**config.mk**
```make
export PLATFORM = sky130hd
export DESIGN_NAME = bisqrt_window_sched
export DESIGN_NICKNAME = d
export VERILOG_FILES = /design/src/rtl/bisqrt_sched_pkg.sv /design/src/rtl/bisqrt_window_sched_rr_arbiter.sv /design/src/rtl/bisqrt_window_sched.sv
export SDC_FILE = /design/constraint.sdc
export NUM_CORES = 1
export LEC_CHECK = 0
export ABC_AREA = 1
export CORE_UTILIZATION = 30
export CTS_CLUSTER_DIAMETER = 50
export DETAILED_ROUTE_END_ITERATION = 6
export DONT_BUFFER_PORTS = 1
export SLEW_MARGIN = 15
export SYNTH_ARGS = -nofsm -noshare
export SYNTH_HDL_FRONTEND = slang
export SYNTH_SLANG_ARGS = --single-unit
```
**constraint.sdc**
```tcl
create_clock -name clk -period 4.45 [get_ports clk]
set_input_delay 1.335 -clock clk [delete_from_list [all_inputs] [get_ports clk]]
set_output_delay 1.335 -clock clk [all_outputs]
set_load 0.005 [all_outputs]
```
**src/rtl/bisqrt_sched_pkg.sv**
```systemverilog
// Shared types and width helpers for the bipolar sqrt window scheduler.
package bisqrt_sched_pkg;

    typedef enum logic [2:0] {
        ST_IDLE  = 3'd0,
        ST_FLUSH = 3'd1,
        ST_WARM  = 3'd2,
        ST_RUN   = 3'd3,
        ST_DONE  = 3'd4
    } state_t;

    function automatic int idx_w(input int nreq);
        return (nreq < 2) ? 1 : $clog2(nreq);
    endfunction

    // Timer holds at most max(warm, 2^loglen)-1, since it counts down to zero.
    function automatic int tmr_w(input int warm, input int loglen);
        int span;
        span = (warm > (1 << loglen)) ? warm : (1 << loglen);
        return (span < 2) ? 1 : $clog2(span);
    endfunction

endpackage

```
**src/rtl/bisqrt_window_sched_rr_arbiter.sv**
```systemverilog
// Combinational round-robin pick: first requester at or after ptr, wrapping.
module rr_arbiter
    import bisqrt_sched_pkg::*;
#(
    parameter int NREQ = 4,
    parameter int IW   = idx_w(NREQ)
) (
    input  logic [NREQ-1:0] req,
    input  logic [IW-1:0]   ptr,
    output logic [NREQ-1:0] gnt,
    output logic [IW-1:0]   idx
);

    int   pos;
    logic found;

    always_comb begin
        gnt   = '0;
        idx   = '0;
        found = 1'b0;
        pos   = 0;
        for (int i = 0; i < NREQ; i++) begin
            pos = int'(ptr) + i;
            if (pos >= NREQ) pos = pos - NREQ;
            if (!found && req[pos]) begin
                found    = 1'b1;
                gnt[pos] = 1'b1;
                idx      = IW'(pos);
            end
        end
    end

endmodule

```
**src/rtl/bisqrt_window_sched.sv**
```systemverilog
// Shares one unary bipolar sqrt kernel among NREQ requesters, one window per grant:
// kernel reset, WARM uncounted cycles, 2^LOGLEN counted cycles. Option: BISQRT_SCHED_ABORT_EN.
module bisqrt_window_sched
    import bisqrt_sched_pkg::*;
#(
    parameter int NREQ   = 4,
    parameter int LOGLEN = 8,
    parameter int WARM   = 4
) (
    input  logic              clk,
    input  logic              rst_n,
    input  logic [NREQ-1:0]   req,
    input  logic [NREQ-1:0]   bit_in,
    output logic [NREQ-1:0]   gnt,
    output logic              k_rst_n,
    output logic              k_in,
    input  logic              k_out,
    output logic [NREQ-1:0]   done,
    output logic [LOGLEN:0]   result,
    output logic              busy
);

    localparam int IW = idx_w(NREQ);
    localparam int TW = tmr_w(WARM, LOGLEN);
    localparam int CW = LOGLEN + 1;
    localparam logic [TW-1:0] RUN_LD  = TW'((1 << LOGLEN) - 1);
    localparam logic [TW-1:0] WARM_LD = TW'((WARM > 0) ? WARM - 1 : 0);

    state_t          state, nxt;
    logic [IW-1:0]   g, ptr, g_inc, arb_ptr, arb_idx;
    logic [NREQ-1:0] arb_gnt;
    logic [TW-1:0]   tmr;
    logic [CW-1:0]   cnt, cnt_fin;
    logic            tmr_zero, any_req, feeding, abort;

    assign any_req  = |req;
    assign tmr_zero = (tmr == '0);
    assign feeding  = (state == ST_WARM) || (state == ST_RUN);
    assign g_inc    = (g == IW'(NREQ - 1)) ? '0 : g + IW'(1);
    // In DONE the pointer is already treated as g+1, so g ends up last in line.
    assign arb_ptr  = (state == ST_DONE) ? g_inc : ptr;
    assign cnt_fin  = cnt + CW'(k_out);
    assign k_in     = feeding & bit_in[g];
    assign busy     = (state != ST_IDLE);

`ifdef BISQRT_SCHED_ABORT_EN
    assign abort = feeding & ~req[g];
`else
    assign abort = 1'b0;
`endif

    rr_arbiter #(.NREQ(NREQ), .IW(IW)) u_arb (
        .req (req),
        .ptr (arb_ptr),
        .gnt (arb_gnt),
        .idx (arb_idx)
    );

    always_comb begin
        nxt = state;
        case (state)
            ST_IDLE:  if (any_req) nxt = ST_FLUSH;
            ST_FLUSH: nxt = (WARM == 0) ? ST_RUN : ST_WARM;
            ST_WARM:  if (tmr_zero) nxt = ST_RUN;
            ST_RUN:   if (tmr_zero) nxt = ST_DONE;
            ST_DONE:  nxt = any_req ? ST_FLUSH : ST_IDLE;
            default:  nxt = ST_IDLE;
        endcase
        if (abort) nxt = ST_IDLE;
    end

    always_ff @(posedge clk or negedge rst_n) begin
        if (!rst_n) begin
            state   <= ST_IDLE;
            g       <= '0;
            ptr     <= '0;
            tmr     <= '0;
            cnt     <= '0;
            gnt     <= '0;
            done    <= '0;
            result  <= '0;
            k_rst_n <= 1'b0;
        end else begin
            state   <= nxt;
            k_rst_n <= (nxt != ST_FLUSH);
            done    <= '0;
            if ((state == ST_DONE) || abort) ptr <= g_inc;
            if (nxt == ST_FLUSH) begin
                g   <= arb_idx;
                gnt <= arb_gnt;
                cnt <= '0;
            end else if (nxt == ST_IDLE) begin
                gnt <= '0;
            end
            case (state)
                ST_FLUSH: tmr <= (WARM == 0) ? RUN_LD : WARM_LD;
                ST_WARM:  tmr <= tmr_zero ? RUN_LD : tmr - TW'(1);
                ST_RUN: begin
                    cnt <= cnt_fin;
                    tmr <= tmr - TW'(1);
                end
                default: ;
            endcase
            // Last RUN cycle's k_out is folded in here so result is valid during DONE.
            if (nxt == ST_DONE) begin
                done   <= NREQ'(1) << g;
                result <= cnt_fin;
            end
        end
    end

endmodule

```
==> key figures, run 1 <==
Clock tree
  • Post-CTS sizing: 0
  • Clk sinks: 42
  • Htree depth: 2
  • CTS tree: yes
  • Clock slew at reported path FFs: about 80 ps
  • Insertion delay to the later sink of the worst-skew pair: between 200 and 300 ps
  • Hold-fix buffers at CTS: 0
  • CTS Buf Count: 5
  • Root buf cell: clkbuf_8
  • Post CTS Setup Buffer Count: 0
  • Max clock buf depth: 2

STA
  • Fin. Hold Viols: 0
  • RSZ-0062 raised after global routing: no
  • Measured slew at the worst slew-check pin: around 590 ps
  • Highest clock rate: roughly 320 MHz
  • Fin crit period: between 3000 and 4000 ps
  • Endpoints failing setup: 0
  • Slew headroom: 0.608
  • Max Slew Vio Count: 0
  • Final Skew: roughly 3.6 ps
  • Crit share post-route: 0.693
  • Setup TNS Final: 0 ps
  • Final WS setup: about 1400 ps

Drt
  • DR DRC count: 0
  • Initial DRC count: 80
  • Vias per cell: roughly 4.7
  • Initial DRT Pass Iterations: 4
  • Post-Route WL: ~5200 um
  • Vias: roughly 2000
  • Antenna Violating Nets Remaining: 0
  • Wire per inst: 12.5 um

Placement
  • Post-Place Cell Area: 2630 sq um
  • Pre-CTS setup slack: between 1000 and 1500 ps
  • Port Buffers: 0
  • Final Wtd Congestion: ~0.86
  • Hpwl dp: between 3000 and 4000 um

Cells and area
  • ANT cells: 0
  • Fraction of layout cells with a size suffix above 1: 0.140
  • Fillers: 853
  • Area of the multi-input gates: approximately 1300 sq um
  • Commonest non-fill, non-tap cell in the layout: nand2_1
  • Most frequent cells in the layout: nand2_1 (79), dfrtp_1 (42), inv_1 (37)
  • Synthesis-to-finish area growth: 8.93%
  • Reg area: roughly 1100 sq um
  • Fin nets: ~330
  • Finished layout cell area: around 2800 sq um

Global route
  • First-pass GRT wire length: 8780 um
  • GRT Total Usage: 0.127
  • GRT Residual Overflow: 0
  • Vias in the first global route: 1901
  • Largest net degree at the start of global routing: between 40 and 50
  • Initial antenna violation count: 0

Yosys
  • Synth async-reset ratio: 1.00
  • Post-synth EDFFs: 0
  • Distinct cells, synth: 30
  • Number of synthesized register bits: 42
  • Syn Std Cell Area: roughly 2500 sq um
  • Mapped Nets: 330
  • Sequential share of the synthesized area: 0.414
  • Synth Instances: roughly 310
  • Yosys warns: 0
  • Syn_area_per_cell: around 8.1 sq um
  • Primary FF master, synth: dfrtp_1

Worst setup path
  • Worst EP arrival: between 1500 and 2000 ps
  • Critical path's largest stage delay: around 200 ps
  • Critical path class: in -> out
  • CP startpoint kind: input port
  • CP Capture Type: primary output
  • Crit Reg-Reg Startpoint: g[0]$_DFFE_PN0P_
  • Top cell family by delay on the critical path: compound AO/OA/AOI/OAI gates
  • CP dominant cell by count: nor2_1
  • Worst path slowest cell: a21oi_1
  • CP startpoint: bit_in[0]
  • Worst path cell trace: nor2_1 -> nor2_1 -> o21ai_0 -> a21oi_1
  • Critical path required time: ~3100 ps
  • Crit Path Max Fanout: 1
  • Worst Path Buf+Inv: 0

Floorplanning
  • Height of the die: ~94 um
  • Die Wd: roughly 94 um
  • Die area: slightly below 9000 sq um
  • Ports: 31
  • Starting density of the core: 0.309
  • FP Rows: 33
  • Core Box Area: just over 8000 sq um

Power
  • Leak Pwr: 1.37 nW
  • Power per cell area: between 300 and 400 nW/um^2
  • Power, Total: approximately 0.90 mW
  • Peak VDD IR: roughly 130 uV

Worst hold path
  • Min-delay src: result[5]$_DFFE_PN0N_
  • Worst Hold Class: reg -> reg

Status
  • Status: complete, no violations

Run
  • Max Cap Violations: 0
## tightest hold or removal path: stages, from the launching register on
cell	delay, ps
dfrtp_1	370
nand2_1	60
o21ai_0	60
## area by class of cell
type | count | area share
Clock inverter | 3 | 0.0249
Inverter | 38 | 0.0516
Clock buffer | 5 | 0.0249
Multi-Input combinational cell | 226 | 0.471
Tap cell | 105 | 0.0476
Sequential cell | 42 | 0.380
## through the flow
stage	instances	utilization	hold WS, ps
3_3_place_gp	411	0.319	492
4_1_cts	419	0.336	523
6_report	419	0.336	518
2_1_floorplan	312	-	472
3_5_place_dp	411	0.319	502
5_1_grt	419	0.336	555
## power by group
part	switching [mW]	leakage (nW)	internal, mW
sequential	0.0254	0.451	0.411
combinational	0.0604	0.856	0.0440
clock	0.135	0.0683	0.225
## per-layer routing
metal | GRT usage | vias up | part of all wire
met1 | 0.168 | 905 | 0.51
met3 | 0.0372 | 7 | 0.052
li1 | - | 999 | -
met5 | 0 | - | 0
met4 | 0.0397 | 0 | 0.012
met2 | 0.196 | 43 | 0.42
## synthesized netlist by cell type, drive strengths merged (2+ instances only)
library cell / instances / share of area
a21oi: 6 / 0.012
ha: 7 / 0.035
o21ai: 21 / 0.041
nand3b: 4 / 0.012
clkbuf: 3 / 0.0044
nand2: 103 / 0.20
nand3: 34 / 0.088
buf: 3 / 0.012
xor2: 8 / 0.028
inv: 37 / 0.055
dfrtp: 42 / 0.41
nor2: 26 / 0.054
o22ai: 7 / 0.017
nor3: 3 / 0.0059
xnor2: 2 / 0.0069
## registers in the layout (all words and copies together), names as in the netlist
| register | cells |
|---|---|
| cnt | 9 |
| done | 4 |
| g | 2 |
| gnt | 4 |
| k_rst_n | 1 |
| ptr | 2 |
| result | 9 |
| state | 3 |
| tmr | 8 |
## worst paths after layout
| kind | endpoint | slack (ps) | depth (start not counted) |
|---|---|---|---|
| setup / recovery | k_in | 1370 | 4 |
| hold / removal | result[5]$_DFFE_PN0N_ | 520 | 2 |
| setup reg to reg | g[0]$_DFFE_PN0P_ | 2180 | 15 |
| hold reg to reg | result[5]$_DFFE_PN0N_ | 520 | 2 |
| max in group asynchronous | tmr[5]$_DFFE_PN0P_ | 3650 | 0 |
| min in group asynchronous | result[7]$_DFFE_PN0N_ | 720 | 0 |
## cell families (layout without fill, tap and decap cells)
group                      after synthesis  count (layout)  share of synthesized area
AOI/OAI and AO/OA                       37              37                     0.0794
xor gates and xnor gates                10              10                     0.0345
buffers and inverters                   44              46                     0.0730
and+or+nand+nor                        172             172                      0.364
adders and majority gates                7               7                     0.0345
DFF                                     42              42                      0.414
Power figures use the tool's default switching activity.
==> inputs of run 2 (changes only) <==
- clock period: 4.45 -> 2.9 ns (I/O delays scaled with it)
==> run 2 against run 1 <==
- setup slack worse by 810 ps
- total power rose by 36%
- die area stayed put
- cell area is 1.5% lower
- combinational power up 51%
- non-clock buffer count is the same
- global-route usage is essentially flat
- critical path depth decreased by 1
- wire length is 1.1% lower
- sequential power up 53%
- highest routed layer unchanged
- worst hold slack got worse by 260 ps
- core utilization down 0.52 points
==> key figures, run 2 (synthesized netlist as in run 1, its figures left out) <==
Status
  • Status: complete, no violations

Clock tree
  • Insertion delay to the later sink of the worst-skew pair: 300 ps (about the same)
  • Clock slew at reported path FFs: 80 ps (about the same)
  • Htree depth: 2 (unchanged)
  • Max clock buf depth: 2 (unchanged)
  • Root buf cell: clkbuf_8
  • Post CTS Setup Buffer Count: 0 (unchanged)
  • CTS tree: yes
  • CTS Buf Count: 5 (unchanged)
  • Hold-fix buffers at CTS: 0 (unchanged)
  • Post-CTS sizing: 0 (unchanged)
  • Clk sinks: 42 (unchanged)

Cells and area
  • Final core occ: 0.331 (-0.00518)
  • ANT cells: 0 (unchanged)
  • Fraction of layout cells with a size suffix above 1: 0.140 (unchanged)
  • Most frequent cells in the layout: nand2_1 (79), dfrtp_1 (42), inv_1 (37)
  • Commonest non-fill, non-tap cell in the layout: nand2_1
  • Biggest regs: cnt (9), result (9), tmr (8)
  • Synthesis-to-finish area growth: 7.25%
  • Fin nets: 331 (unchanged)

Worst setup path
  • CP startpoint kind: flop
  • Crit Path Max Fanout: 8 (+7)
  • Top cell family by delay on the critical path: flip-flops
  • CP Capture Type: primary output
  • WP depth: 3 (-1)
  • Worst EP arrival: 1470 ps (-280 ps)
  • Worst path slowest cell: dfrtp_1
  • Worst Path Buf+Inv: 1 (+1)
  • Critical path's largest stage delay: 560 ps (+360 ps)
  • Worst path cell trace: inv_1 -> nand2_1 -> a21oi_1
  • Critical path required time: 2030 ps (-1090 ps)
  • Critical path class: reg -> out
  • Worst Reg-to-Reg Cells: 15 (unchanged)

Drt
  • Initial DRC count: 106 (+33%)
  • Vias per cell: 4.65 (-0.26%)
  • Post-Route WL: 5170 um (-1.1%)
  • Antenna Violating Nets Remaining: 0 (unchanged)
  • DR DRC count: 0 (unchanged)
  • Vias: 1949 (-0.26%)
  • Initial DRT Pass Iterations: 4 (unchanged)
  • Wire per inst: 12.3 um (-1.1%)

Placement
  • Port Buffers: 0 (unchanged)
  • Pre-CTS setup slack: 707 ps (-653 ps)
  • Hpwl dp: 3920 um (+0.44%)
  • Final Wtd Congestion: 0.868 (+0.59%)

Power
  • Peak VDD IR: 171 uV (+27%)
  • Switch Pwr: 0.332 mW (+51%)
  • Sequential share of power: 0.548 (+0.063)
  • Power per cell area: 448 nW/um^2 (+38%)
  • Comb pwr share: 0.129 (+0.013)
  • Part of the power in the clock network: 0.323 (-0.076)
  • Internal power: 0.888 mW (+31%)
  • Switching Fraction: 0.272 (+0.0271)
  • Power, Total: 1.22 mW (+36%)
  • Leak Pwr: 1.35 nW (-1.5%)

Floorplanning
  • Height of the die: 93.9 um (unchanged)
  • Die area: 8830 sq um (unchanged)
  • Ports: 31 (unchanged)
  • Core Box Area: 8220 sq um (unchanged)
  • FP Rows: 33 (unchanged)
  • Die Wd: 93.9 um (unchanged)
  • Starting density of the core: 0.309 (unchanged)

STA
  • Final Skew: 2.82 ps (-0.784 ps)
  • Measured slew at the worst slew-check pin: 573 ps (-14.1 ps)
  • RSZ-0062 raised after global routing: no
  • Final WS setup: 559 ps (-808 ps)
  • Endpoints failing setup: 0 (unchanged)
  • Fin crit period: roughly 2300 ps
  • Slew headroom: 0.618 (+0.00943)
  • Fin. Hold Viols: 0 (unchanged)
  • Max Slew Vio Count: 0 (unchanged)
  • Setup TNS Final: 0 ps (unchanged)
  • Crit share post-route: 0.807
  • Highest clock rate: 427 MHz

Worst hold path
  • Worst Hold Class: in -> async

Global route
  • Largest net degree at the start of global routing: 43 (unchanged)
  • Vias in the first global route: 1863 (-2.0%)
  • Initial antenna violation count: 0 (unchanged)
  • GRT Residual Overflow: 0 (unchanged)
  • First-pass GRT wire length: 8710 um (-0.87%)
  • GRT Total Usage: 0.127 (about the same)

Run
  • Max Cap Violations: 0 (unchanged)
run 2: cell type report:
class / count / area (sq um)
inverter: 38 / 143
clock buffer: 6 / 82.6
tap: 105 / 131
fill: 845 / 5500
clock inverter: 2 / 12.5
sequential: 42 / 1050
multi-input combinational: 226 / 1300
run 2: worst register-to-register path, cell delays in order, from the launching register on:
cell	delay, ps
dfrtp_1	470
inv_1	140
ha_1	350
inv_1	80
nand3_2	90
nand2_4	170
nand2_2	90
nand2_1	150
nand2_4	70
nand2_4	120
nand2_2	80
nand2_1	70
nand2_1	50
nand3_1	80
nand2_1	50
nand2_1	70
run 2: worst paths after layout:
path,startpoint,end,slack [ps]
max,state[2]$_DFF_PN0_,k_in,560
min in group clk,result[5]$_DFFE_PN0N_,result[5]$_DFFE_PN0N_,510
max in group asynchronous,rst_n,ptr[1]$_DFF_PN0_,2560
min reg2reg,result[5]$_DFFE_PN0N_,result[5]$_DFFE_PN0N_,510
min,rst_n,result[6]$_DFFE_PN0N_,260
max reg2reg,g[0]$_DFFE_PN0P_,g[0]$_DFFE_PN0P_,720
run 2: per-layer routing:
metal,vias up,GRT usage,share of wire
met1,883,0.172,0.50
met4,0,0.0346,0.014
met5,-,0,0
li1,1004,-,-
met3,7,0.0437,0.072
met2,55,0.189,0.42
run 2: power by group through the flow:
stage | sequential, mW | clock [mW] | combinational (mW)
floorplan | 0.672 | 0 | 0.131
global placement | 0.680 | 0 | 0.157
detailed placement | 0.680 | 0 | 0.158
CTS | 0.668 | 0.410 | 0.159
global route | 0.675 | 0.437 | 0.184
finish | 0.668 | 0.394 | 0.157
run 2: metrics by stage:
stage	std cells	area, sq um	hold WS [ps]
after floorplan	312	2540	472
after detailed placement	411	2630	499
after global routing	419	2720	230
after CTS	419	2720	247
after global placement	411	2630	491
final	419	2720	258
